`src/rtl/csr_if.sv`:
```
`default_nettype none
// ============================================================================
//  Module      : csr_if
//  Description : CSR access, exception commit, interrupt line and redirect
//                bundle between the writeback stage and the CSR file.
//  Revision    : 1.0 - initial release
// ============================================================================
interface csr_if;
   // CSR read/write port
   logic        csr_re;
   logic [13:0] csr_num;
   logic [31:0] csr_rvalue;
   logic        csr_we;
   logic [31:0] csr_wmask;
   logic [31:0] csr_wvalue;

   // Exception / return commit from writeback
   logic        wb_ex;
   logic        ertn_flush;
   logic [31:0] wb_pc;
   logic [5:0]  wb_ecode;
   logic [8:0]  wb_esubcode;
   logic [31:0] wb_vaddr;

   // Level-sensitive interrupt lines
   logic [7:0]  hw_int_in;
   logic        ipi_int_in;

   // Results towards the pipeline
   logic        has_int;
   logic [31:0] ex_entry;
   logic [31:0] ertn_entry;

   // Pipeline side: issues accesses and commits, consumes redirects
   modport master (
      output csr_re, csr_num, csr_we, csr_wmask, csr_wvalue,
      output wb_ex, ertn_flush, wb_pc, wb_ecode, wb_esubcode, wb_vaddr,
      output hw_int_in, ipi_int_in,
      input  csr_rvalue, has_int, ex_entry, ertn_entry
   );

   // CSR file side
   modport slave (
      input  csr_re, csr_num, csr_we, csr_wmask, csr_wvalue,
      input  wb_ex, ertn_flush, wb_pc, wb_ecode, wb_esubcode, wb_vaddr,
      input  hw_int_in, ipi_int_in,
      output csr_rvalue, has_int, ex_entry, ertn_entry
   );
endinterface
`default_nettype wire

```
`src/rtl/csr_file.sv`:
```
`default_nettype none
// ============================================================================
//  Module      : csr_file
//  Description : LoongArch control/status register file. Combinational reads,
//                masked writes, exception entry/return state, stable-counter
//                timer and interrupt pending/enable evaluation.
//  Revision    : 1.0 - initial release
// ============================================================================
module csr_file #(
   parameter logic [31:0] TID_RESET = 32'h0
) (
   input  logic   clk,
   input  logic   resetn,
   csr_if.slave   bus
);

   // CSR addresses
   localparam logic [13:0] c_CSR_CRMD   = 14'h000;
   localparam logic [13:0] c_CSR_PRMD   = 14'h001;
   localparam logic [13:0] c_CSR_ECFG   = 14'h004;
   localparam logic [13:0] c_CSR_ESTAT  = 14'h005;
   localparam logic [13:0] c_CSR_ERA    = 14'h006;
   localparam logic [13:0] c_CSR_BADV   = 14'h007;
   localparam logic [13:0] c_CSR_EENTRY = 14'h00c;
   localparam logic [13:0] c_CSR_SAVE0  = 14'h030;
   localparam logic [13:0] c_CSR_TID    = 14'h040;
   localparam logic [13:0] c_CSR_TCFG   = 14'h041;
   localparam logic [13:0] c_CSR_TVAL   = 14'h042;
   localparam logic [13:0] c_CSR_TICLR  = 14'h044;

   localparam logic [5:0]  c_ECODE_ADE  = 6'h08;
   localparam logic [5:0]  c_ECODE_ALE  = 6'h09;
   localparam logic [12:0] c_LIE_MASK   = 13'h1bff;
   localparam logic [31:0] c_CNT_IDLE   = 32'hffff_ffff;

   // ------------------------------------------------------------------------
   // Architectural state
   // ------------------------------------------------------------------------
   logic [1:0]  r_crmd_plv;
   logic        r_crmd_ie;
   logic [1:0]  r_prmd_pplv;
   logic        r_prmd_pie;
   logic [12:0] r_ecfg_lie;
   logic [1:0]  r_estat_is_sw;
   logic [7:0]  r_estat_is_hw;
   logic        r_estat_ti;
   logic        r_estat_ipi;
   logic [5:0]  r_estat_ecode;
   logic [8:0]  r_estat_esubcode;
   logic [31:0] r_era;
   logic [31:0] r_badv;
   logic [25:0] r_eentry_va;
   logic [31:0] r_save [0:3];
   logic [31:0] r_tid;
   logic        r_tcfg_en;
   logic        r_tcfg_periodic;
   logic [29:0] r_tcfg_initval;
   logic [31:0] r_timer_cnt;

   // csr_re is informational only: the read path is always live
   logic w_unused_csr_re;
   assign w_unused_csr_re = bus.csr_re;

   // ------------------------------------------------------------------------
   // Architectural read views of each register
   // ------------------------------------------------------------------------
   logic [31:0] w_crmd;
   logic [31:0] w_prmd;
   logic [31:0] w_ecfg;
   logic [12:0] w_estat_is;
   logic [31:0] w_estat;
   logic [31:0] w_eentry;
   logic [31:0] w_tcfg;

   assign w_crmd     = {28'b0, 1'b1, r_crmd_ie, r_crmd_plv};
   assign w_prmd     = {29'b0, r_prmd_pie, r_prmd_pplv};
   assign w_ecfg     = {19'b0, r_ecfg_lie};
   assign w_estat_is = {r_estat_ipi, r_estat_ti, 1'b0, r_estat_is_hw, r_estat_is_sw};
   assign w_estat    = {1'b0, r_estat_esubcode, r_estat_ecode, 3'b0, w_estat_is};
   assign w_eentry   = {r_eentry_va, 6'b0};
   assign w_tcfg     = {r_tcfg_initval, r_tcfg_periodic, r_tcfg_en};

   // ------------------------------------------------------------------------
   // Write decode and masked merge
   // ------------------------------------------------------------------------
   function automatic logic [31:0] merge(input logic [31:0] old_val,
                                         input logic [31:0] wmask,
                                         input logic [31:0] wvalue);
      return (old_val & ~wmask) | (wvalue & wmask);
   endfunction

   logic w_wr_crmd, w_wr_prmd, w_wr_ecfg, w_wr_estat, w_wr_era, w_wr_badv;
   logic w_wr_eentry, w_wr_tid, w_wr_tcfg, w_wr_ticlr;

   assign w_wr_crmd   = bus.csr_we && (bus.csr_num == c_CSR_CRMD);
   assign w_wr_prmd   = bus.csr_we && (bus.csr_num == c_CSR_PRMD);
   assign w_wr_ecfg   = bus.csr_we && (bus.csr_num == c_CSR_ECFG);
   assign w_wr_estat  = bus.csr_we && (bus.csr_num == c_CSR_ESTAT);
   assign w_wr_era    = bus.csr_we && (bus.csr_num == c_CSR_ERA);
   assign w_wr_badv   = bus.csr_we && (bus.csr_num == c_CSR_BADV);
   assign w_wr_eentry = bus.csr_we && (bus.csr_num == c_CSR_EENTRY);
   assign w_wr_tid    = bus.csr_we && (bus.csr_num == c_CSR_TID);
   assign w_wr_tcfg   = bus.csr_we && (bus.csr_num == c_CSR_TCFG);
   assign w_wr_ticlr  = bus.csr_we && (bus.csr_num == c_CSR_TICLR);

   logic [31:0] w_crmd_new, w_prmd_new, w_ecfg_new, w_estat_new;
   logic [31:0] w_era_new, w_badv_new, w_eentry_new, w_tid_new, w_tcfg_new;

   assign w_crmd_new   = merge(w_crmd,   bus.csr_wmask, bus.csr_wvalue);
   assign w_prmd_new   = merge(w_prmd,   bus.csr_wmask, bus.csr_wvalue);
   assign w_ecfg_new   = merge(w_ecfg,   bus.csr_wmask, bus.csr_wvalue);
   assign w_estat_new  = merge(w_estat,  bus.csr_wmask, bus.csr_wvalue);
   assign w_era_new    = merge(r_era,    bus.csr_wmask, bus.csr_wvalue);
   assign w_badv_new   = merge(r_badv,   bus.csr_wmask, bus.csr_wvalue);
   assign w_eentry_new = merge(w_eentry, bus.csr_wmask, bus.csr_wvalue);
   assign w_tid_new    = merge(r_tid,    bus.csr_wmask, bus.csr_wvalue);
   assign w_tcfg_new   = merge(w_tcfg,   bus.csr_wmask, bus.csr_wvalue);

   // BADV captures the faulting address only for address-error exceptions
   logic w_ex_badv;
   assign w_ex_badv = bus.wb_ex &&
                      ((bus.wb_ecode == c_ECODE_ADE) || (bus.wb_ecode == c_ECODE_ALE));

   // ------------------------------------------------------------------------
   // Sequential state
   // ------------------------------------------------------------------------

   // CRMD/PRMD: exception saves and clears the mode, ertn restores it
   always_ff @(posedge clk or negedge resetn) begin
      if (!resetn) begin
         r_crmd_plv  <= 2'b00;
         r_crmd_ie   <= 1'b0;
         r_prmd_pplv <= 2'b00;
         r_prmd_pie  <= 1'b0;
      end else begin
         if (bus.wb_ex) begin
            r_crmd_plv <= 2'b00;
            r_crmd_ie  <= 1'b0;
         end else if (bus.ertn_flush) begin
            r_crmd_plv <= r_prmd_pplv;
            r_crmd_ie  <= r_prmd_pie;
         end else if (w_wr_crmd) begin
            r_crmd_plv <= w_crmd_new[1:0];
            r_crmd_ie  <= w_crmd_new[2];
         end

         if (bus.wb_ex) begin
            r_prmd_pplv <= r_crmd_plv;
            r_prmd_pie  <= r_crmd_ie;
         end else if (w_wr_prmd) begin
            r_prmd_pplv <= w_prmd_new[1:0];
            r_prmd_pie  <= w_prmd_new[2];
         end
      end
   end

   // ECFG local interrupt enables; bit 10 has no source and stays 0
   always_ff @(posedge clk or negedge resetn) begin
      if (!resetn) begin
         r_ecfg_lie <= 13'b0;
      end else if (w_wr_ecfg) begin
         r_ecfg_lie <= w_ecfg_new[12:0] & c_LIE_MASK;
      end
   end

   // ESTAT: sampled interrupt lines, software IS bits and exception cause
   always_ff @(posedge clk or negedge resetn) begin
      if (!resetn) begin
         r_estat_is_sw    <= 2'b00;
         r_estat_is_hw    <= 8'b0;
         r_estat_ipi      <= 1'b0;
         r_estat_ecode    <= 6'b0;
         r_estat_esubcode <= 9'b0;
      end else begin
         r_estat_is_hw <= bus.hw_int_in;
         r_estat_ipi   <= bus.ipi_int_in;
         if (w_wr_estat) begin
            r_estat_is_sw <= w_estat_new[1:0];
         end
         if (bus.wb_ex) begin
            r_estat_ecode    <= bus.wb_ecode;
            r_estat_esubcode <= bus.wb_esubcode;
         end
      end
   end

   // ERA/BADV: exception capture takes priority over software writes
   always_ff @(posedge clk or negedge resetn) begin
      if (!resetn) begin
         r_era  <= 32'b0;
         r_badv <= 32'b0;
      end else begin
         if (bus.wb_ex) begin
            r_era <= bus.wb_pc;
         end else if (w_wr_era) begin
            r_era <= w_era_new;
         end

         if (w_ex_badv) begin
            r_badv <= bus.wb_vaddr;
         end else if (w_wr_badv) begin
            r_badv <= w_badv_new;
         end
      end
   end

   // EENTRY, TID and TCFG are plain software-written registers
   always_ff @(posedge clk or negedge resetn) begin
      if (!resetn) begin
         r_eentry_va     <= 26'b0;
         r_tid           <= TID_RESET;
         r_tcfg_en       <= 1'b0;
         r_tcfg_periodic <= 1'b0;
         r_tcfg_initval  <= 30'b0;
      end else begin
         if (w_wr_eentry) begin
            r_eentry_va <= w_eentry_new[31:6];
         end
         if (w_wr_tid) begin
            r_tid <= w_tid_new;
         end
         if (w_wr_tcfg) begin
            r_tcfg_en       <= w_tcfg_new[0];
            r_tcfg_periodic <= w_tcfg_new[1];
            r_tcfg_initval  <= w_tcfg_new[31:2];
         end
      end
   end

   // SAVE0-3 scratch registers
   generate
      for (genvar g = 0; g < 4; g++) begin : g_save
         logic w_wr_save;
         assign w_wr_save = bus.csr_we && (bus.csr_num == (c_CSR_SAVE0 + 14'(g)));

         // One fully writable scratch register
         always_ff @(posedge clk or negedge resetn) begin
            if (!resetn) begin
               r_save[g] <= 32'b0;
            end else if (w_wr_save) begin
               r_save[g] <= merge(r_save[g], bus.csr_wmask, bus.csr_wvalue);
            end
         end
      end
   endgenerate

   // Stable counter: load on enabling write, then count down; one-shot mode
   // parks at all-ones after passing zero, periodic mode reloads at zero
   always_ff @(posedge clk or negedge resetn) begin
      if (!resetn) begin
         r_timer_cnt <= c_CNT_IDLE;
      end else if (w_wr_tcfg && w_tcfg_new[0]) begin
         r_timer_cnt <= {w_tcfg_new[31:2], 2'b00};
      end else if (r_tcfg_en && (r_timer_cnt != c_CNT_IDLE)) begin
         if ((r_timer_cnt == 32'b0) && r_tcfg_periodic) begin
            r_timer_cnt <= {r_tcfg_initval, 2'b00};
         end else begin
            r_timer_cnt <= r_timer_cnt - 32'd1;
         end
      end
   end

   // Timer pending bit: a timeout in the same cycle as a clear keeps it set
   logic w_timer_fire;
   logic w_ticlr;
   assign w_timer_fire = r_tcfg_en && (r_timer_cnt == 32'b0);
   assign w_ticlr      = w_wr_ticlr && bus.csr_wvalue[0] && bus.csr_wmask[0];

   always_ff @(posedge clk or negedge resetn) begin
      if (!resetn) begin
         r_estat_ti <= 1'b0;
      end else if (w_timer_fire) begin
         r_estat_ti <= 1'b1;
      end else if (w_ticlr) begin
         r_estat_ti <= 1'b0;
      end
   end

   // ------------------------------------------------------------------------
   // Outputs
   // ------------------------------------------------------------------------

   // Combinational read mux; unmapped addresses and TICLR read zero
   always_comb begin
      bus.csr_rvalue = 32'b0;
      case (bus.csr_num)
         c_CSR_CRMD:          bus.csr_rvalue = w_crmd;
         c_CSR_PRMD:          bus.csr_rvalue = w_prmd;
         c_CSR_ECFG:          bus.csr_rvalue = w_ecfg;
         c_CSR_ESTAT:         bus.csr_rvalue = w_estat;
         c_CSR_ERA:           bus.csr_rvalue = r_era;
         c_CSR_BADV:          bus.csr_rvalue = r_badv;
         c_CSR_EENTRY:        bus.csr_rvalue = w_eentry;
         c_CSR_SAVE0:         bus.csr_rvalue = r_save[0];
         c_CSR_SAVE0 + 14'd1: bus.csr_rvalue = r_save[1];
         c_CSR_SAVE0 + 14'd2: bus.csr_rvalue = r_save[2];
         c_CSR_SAVE0 + 14'd3: bus.csr_rvalue = r_save[3];
         c_CSR_TID:           bus.csr_rvalue = r_tid;
         c_CSR_TCFG:          bus.csr_rvalue = w_tcfg;
         c_CSR_TVAL:          bus.csr_rvalue = r_timer_cnt;
         default:             bus.csr_rvalue = 32'b0;
      endcase
   end

   assign bus.has_int    = r_crmd_ie && (|(w_estat_is & r_ecfg_lie));
   assign bus.ex_entry   = w_eentry;
   assign bus.ertn_entry = r_era;

endmodule
`default_nettype wire

```
`src/flat_wrapper.sv`:
```
// flat-port wrapper written by rule: the top's interface ports become plain ports
module csr_file_flat 
#(
   parameter logic [31:0] TID_RESET = 32'h0
)
  (clk, resetn, bus_csr_re, bus_csr_num, bus_csr_we, bus_csr_wmask, bus_csr_wvalue, bus_wb_ex, bus_ertn_flush, bus_wb_pc, bus_wb_ecode, bus_wb_esubcode, bus_wb_vaddr, bus_hw_int_in, bus_ipi_int_in, bus_csr_rvalue, bus_has_int, bus_ex_entry, bus_ertn_entry);
  csr_if bus_i ();
  input  logic clk;
  input  logic resetn;
  input wire logic [$bits(bus_i.csr_re)-1:0] bus_csr_re;
  input wire logic [$bits(bus_i.csr_num)-1:0] bus_csr_num;
  input wire logic [$bits(bus_i.csr_we)-1:0] bus_csr_we;
  input wire logic [$bits(bus_i.csr_wmask)-1:0] bus_csr_wmask;
  input wire logic [$bits(bus_i.csr_wvalue)-1:0] bus_csr_wvalue;
  input wire logic [$bits(bus_i.wb_ex)-1:0] bus_wb_ex;
  input wire logic [$bits(bus_i.ertn_flush)-1:0] bus_ertn_flush;
  input wire logic [$bits(bus_i.wb_pc)-1:0] bus_wb_pc;
  input wire logic [$bits(bus_i.wb_ecode)-1:0] bus_wb_ecode;
  input wire logic [$bits(bus_i.wb_esubcode)-1:0] bus_wb_esubcode;
  input wire logic [$bits(bus_i.wb_vaddr)-1:0] bus_wb_vaddr;
  input wire logic [$bits(bus_i.hw_int_in)-1:0] bus_hw_int_in;
  input wire logic [$bits(bus_i.ipi_int_in)-1:0] bus_ipi_int_in;
  output wire logic [$bits(bus_i.csr_rvalue)-1:0] bus_csr_rvalue;
  output wire logic [$bits(bus_i.has_int)-1:0] bus_has_int;
  output wire logic [$bits(bus_i.ex_entry)-1:0] bus_ex_entry;
  output wire logic [$bits(bus_i.ertn_entry)-1:0] bus_ertn_entry;
  assign bus_i.csr_re = bus_csr_re;
  assign bus_i.csr_num = bus_csr_num;
  assign bus_i.csr_we = bus_csr_we;
  assign bus_i.csr_wmask = bus_csr_wmask;
  assign bus_i.csr_wvalue = bus_csr_wvalue;
  assign bus_i.wb_ex = bus_wb_ex;
  assign bus_i.ertn_flush = bus_ertn_flush;
  assign bus_i.wb_pc = bus_wb_pc;
  assign bus_i.wb_ecode = bus_wb_ecode;
  assign bus_i.wb_esubcode = bus_wb_esubcode;
  assign bus_i.wb_vaddr = bus_wb_vaddr;
  assign bus_i.hw_int_in = bus_hw_int_in;
  assign bus_i.ipi_int_in = bus_ipi_int_in;
  assign bus_csr_rvalue = bus_i.csr_rvalue;
  assign bus_has_int = bus_i.has_int;
  assign bus_ex_entry = bus_i.ex_entry;
  assign bus_ertn_entry = bus_i.ertn_entry;
  csr_file #(.TID_RESET(TID_RESET)) u_core (.clk(clk), .resetn(resetn), .bus(bus_i));
endmodule
```
`config.mk`:
```
export PLATFORM = sky130hd
export DESIGN_NAME = csr_file_flat
export DESIGN_NICKNAME = d
export VERILOG_FILES = /design/src/rtl/csr_if.sv /design/src/rtl/csr_file.sv /design/src/flat_wrapper.sv
export SDC_FILE = /design/constraint.sdc
export NUM_CORES = 1
export LEC_CHECK = 0
export ABC_AREA = 1
export CORE_AREA = 10 10 233 179
export CTS_CLUSTER_SIZE = 25
export DETAILED_ROUTE_END_ITERATION = 10
export DIE_AREA = 0 0 243 189
export MAX_ROUTING_LAYER = met4
export PLACE_DENSITY_LB_ADDON = 0.2
export SYNTH_ARGS = -nofsm -noshare
export SYNTH_HDL_FRONTEND = slang
export SYNTH_SLANG_ARGS = --single-unit
```
`constraint.sdc`:
```
create_clock -name clk -period 2.7 [get_ports clk]
set_input_delay 0.54 -clock clk [delete_from_list [all_inputs] [get_ports clk]]
set_output_delay 0.54 -clock clk [all_outputs]
set_load 0.005 [all_outputs]
```
==> flow_summary.yaml <==
grt:
  grt_max_degree: 62
  track_usage_pct: 37.1
  first_global_vias: 22100
  antenna_found_initial: 2
  grt_pass1_wl_mm: 130
  overflow: 0
worst_setup_path:
  critPathSlowestCell: "nor2_4"
  path_buf_inv: 6
  path_cells: "buf_6 > nor2_4 > nand3_2 > buf_6 > nor2_4 > nand2_2 > nor2_4 > buf_6 > buf_12 > buf_12 > nand2_2 > nand2_2 > nor2_1 > nand3_1 > buf_2"
  crit_arrival_ns: 2.20
  path_delay_family: "simple AND/OR/NAND/NOR gates"
  worst-r2r-setup-slack_ns: 0.40
  worstPathRequired_ns: 2.16
  start_kind: "input pin"
  path_class: "input pin to output port"
  crit_path_end_kind: "output port"
  critPathMaxStageDelay_ns: 0.18
  crit_fanout: 7
synth:
  synth_area_leaders: "dfrtp_1 (41%), nand2_1 (22%), nand3_1 (5.0%)"
  synth_cell_types: 44
  synth_top_cell_by_area: "dfrtp_1"
  synth_area_sq_um: 20200
  netlist_instances: 2905
  synth_edf_count: 0
  syn_avg_cell_area_sq_um: 6.95
  synth-main-ff-cell: "dfrtp_1"
  yosysWarnings: 0
  synth-seq-cells: 359
  yosysTopAreaCellShare_pct: 40.5
  synth-seq-area-share_pct: 44.7
  async_reset_ff_share_pct: 100
die:
  die_area_sq_um: 45900
  core_area_sq_um: 36900
  dieWidth_microns: 243
  io_pins: 269
  start_util_pct: 54.7
  rows: 61
  die_h_microns: 189
place:
  placedCellCount: 3692
  numPortBuffers: 261
  place.gp.congestion: 1.01
  dpl.hpwl_mm: 59.6
route:
  drtAntennaViolNets: 0
  vias: 22700
  drc_errors: 0
  via_per_inst: 5.94
  wirelength_mm: 86.0
  dr.pass1.iters: 7
  wire_per_inst_microns: 22.5
  drt_iter0_markers: 3308
cells_and_area:
  syn_to_final_growth_pct: 31.4
  final_layout_size_suffix_gt1_share_pct: 14.2
  layout.cells.non_filler: 3826
  nFillCells: 2989
  num-nets-final: 3467
cts:
  clkTransAtPathRegs_ns: 0.06
  cts_tree: "done"
  clockBufferDepth: 3
  cts_made_buffers: 38
  cts-root-buf: "clkbuf_16"
  clk_latency_ns: 0.56
  htree_levels: 2
  clock_sinks: 359
sta:
  rsz0062_at_grt: "true"
  skew_ns: 0.0122
  max_slew.worst_pin.slew_ns: 0.697
  finalCritPeriodShare_pct: 101
  finalHoldViolations: 0
  slew_headroom_pct: 53.3
  finalCriticalPeriod_ns: 2.74
  setup_violations: 5
  fmaxAchievable_mhz: 366
  drv_slew: 0
  finalWorstSetupSlack_ns: -0.0359
worst_hold_path:
  hold_path.class: "input pin to flop"
pwr:
  ir_drop_uv: 612
  power.leakage_nw: 12.4
  finalPower_mw: 12.4
  powerDensity_nw_per_um2: 469
status:
  status: "finished, violations left"
  violations: "negative setup slack"
flow_run:
  cap_violations: 0
-- what timing repair did --
| item | in CTS | in global routing |
|---|---|---|
| setup endpoints to repair | 33 | 33 |
| setup buffers | 48 | 15 |
| cloned | 2 | 1 |
| hold buffers | 1 | 0 |
| endpoints found under the hold margin | 47 | 0 |
| resized for setup | 250 | 68 |
| pin swaps | 30 | 46 |
-- routing by layer --
layer  global-route usage (%)  wire length [microns]  up-vias
met2                     55.6                  37600     1626
met5                        -                      0        -
li1                         -                      -    10100
met4                     16.6                   4420        0
met1                     47.7                  33800    10700
met3                     8.33                  10100      320
-- where the power goes --
| group | switching (mW) | internal, mW | total [mW] |
|---|---|---|---|
| Sequential | 0.246 | 5.64 | 5.89 |
| Clock | 2.32 | 2.88 | 5.20 |
| Combinational | 0.787 | 0.564 | 1.35 |
| Total | 3.35 | 9.09 | 12.4 |
-- area by class of cell --
| type | count | area [sq um] | share of cell area [%] |
|---|---|---|---|
| clock inverter | 13 | 121 | 0.457 |
| sequential | 359 | 9020 | 34.0 |
| timing repair buffer | 485 | 4890 | 18.4 |
| antenna | 2 | 5.00 | 0.0189 |
| inverter | 213 | 815 | 3.07 |
| clock buffer | 54 | 1070 | 4.03 |
| tap | 504 | 631 | 2.38 |
| multi-input combinational | 2196 | 9990 | 37.6 |
-- cells by family after synthesis --
group	after synthesis	synth area share, %
simple gates	1744	36.1
buf+inv	355	7.46
other cells	1	0.0186
xor+xnor	21	0.911
fa+ha+maj	2	0.124
flops	359	44.7
compound gates	423	10.7
-- Yosys cell counts, drive strengths merged, types with 11 or more instances --
library cell  count
nand2          1199
o21ai           329
dfrtp           327
nor2            239
inv             209
nand3           206
nand4            82
buf              77
a21oi            70
clkbuf           65
dfstp            32
xor2             20
o211ai           11
-- final timing paths --
check	start	to	cells past startpoint
max in group asynchronous	resetn	asynchronous set/reset pin	3
worst min-delay path	bus_hw_int_in[6]	u_core.r_estat_is_hw[6]$_DFF_PN0_	1
worst max register to register	u_core.r_timer_cnt[1]$_DFFE_PN1P_	u_core.r_timer_cnt[11]$_DFFE_PN1P_	12
worst max-delay path	bus_csr_num[8]	bus_csr_rvalue[6]	15
worst min register to register	u_core.r_estat_esubcode[7]$_DFFE_PN0P_	u_core.r_estat_esubcode[7]$_DFFE_PN0P_	2
min in group asynchronous	resetn	u_core.r_estat_esubcode[2]$_DFFE_PN0P_	2
-- through the flow --
step	utilization (%)	hold WS [ns]	setup TNS (ns)	worst slack (ns)	instance area, sq um
floorplan	-	0.244	0	0.424	20200
detailed placement	66.2	0.463	-31.93	-0.786	24500
global route	71.9	0.425	-1.20	-0.0842	26500
global placement	66.2	0.460	-27.67	-0.746	24500
CTS	71.2	0.417	-0.0741	-0.0447	26300
finish	71.9	0.424	-0.0763	-0.0359	26500
-- layout by cell type (no fill, tap or decap), types with 20 or more instances in the layout --
cell type	synthesis	final
nand4_1	80	80
nand2_2	2	27
buf_12	0	49
o21ai_1	193	203
a21oi_1	70	69
buf_2	50	38
clkbuf_16	0	39
clkdlybuf4s50_1	0	212
nand2_1	1194	1167
xor2_1	20	20
inv_1	200	195
buf_4	17	140
nand3_1	201	194
dfstp_2	32	32
o21ai_0	136	124
nor2_1	222	203
buf_6	6	31
dfrtp_1	327	327
No activity file was read; power rests on OpenSTA's default activity.
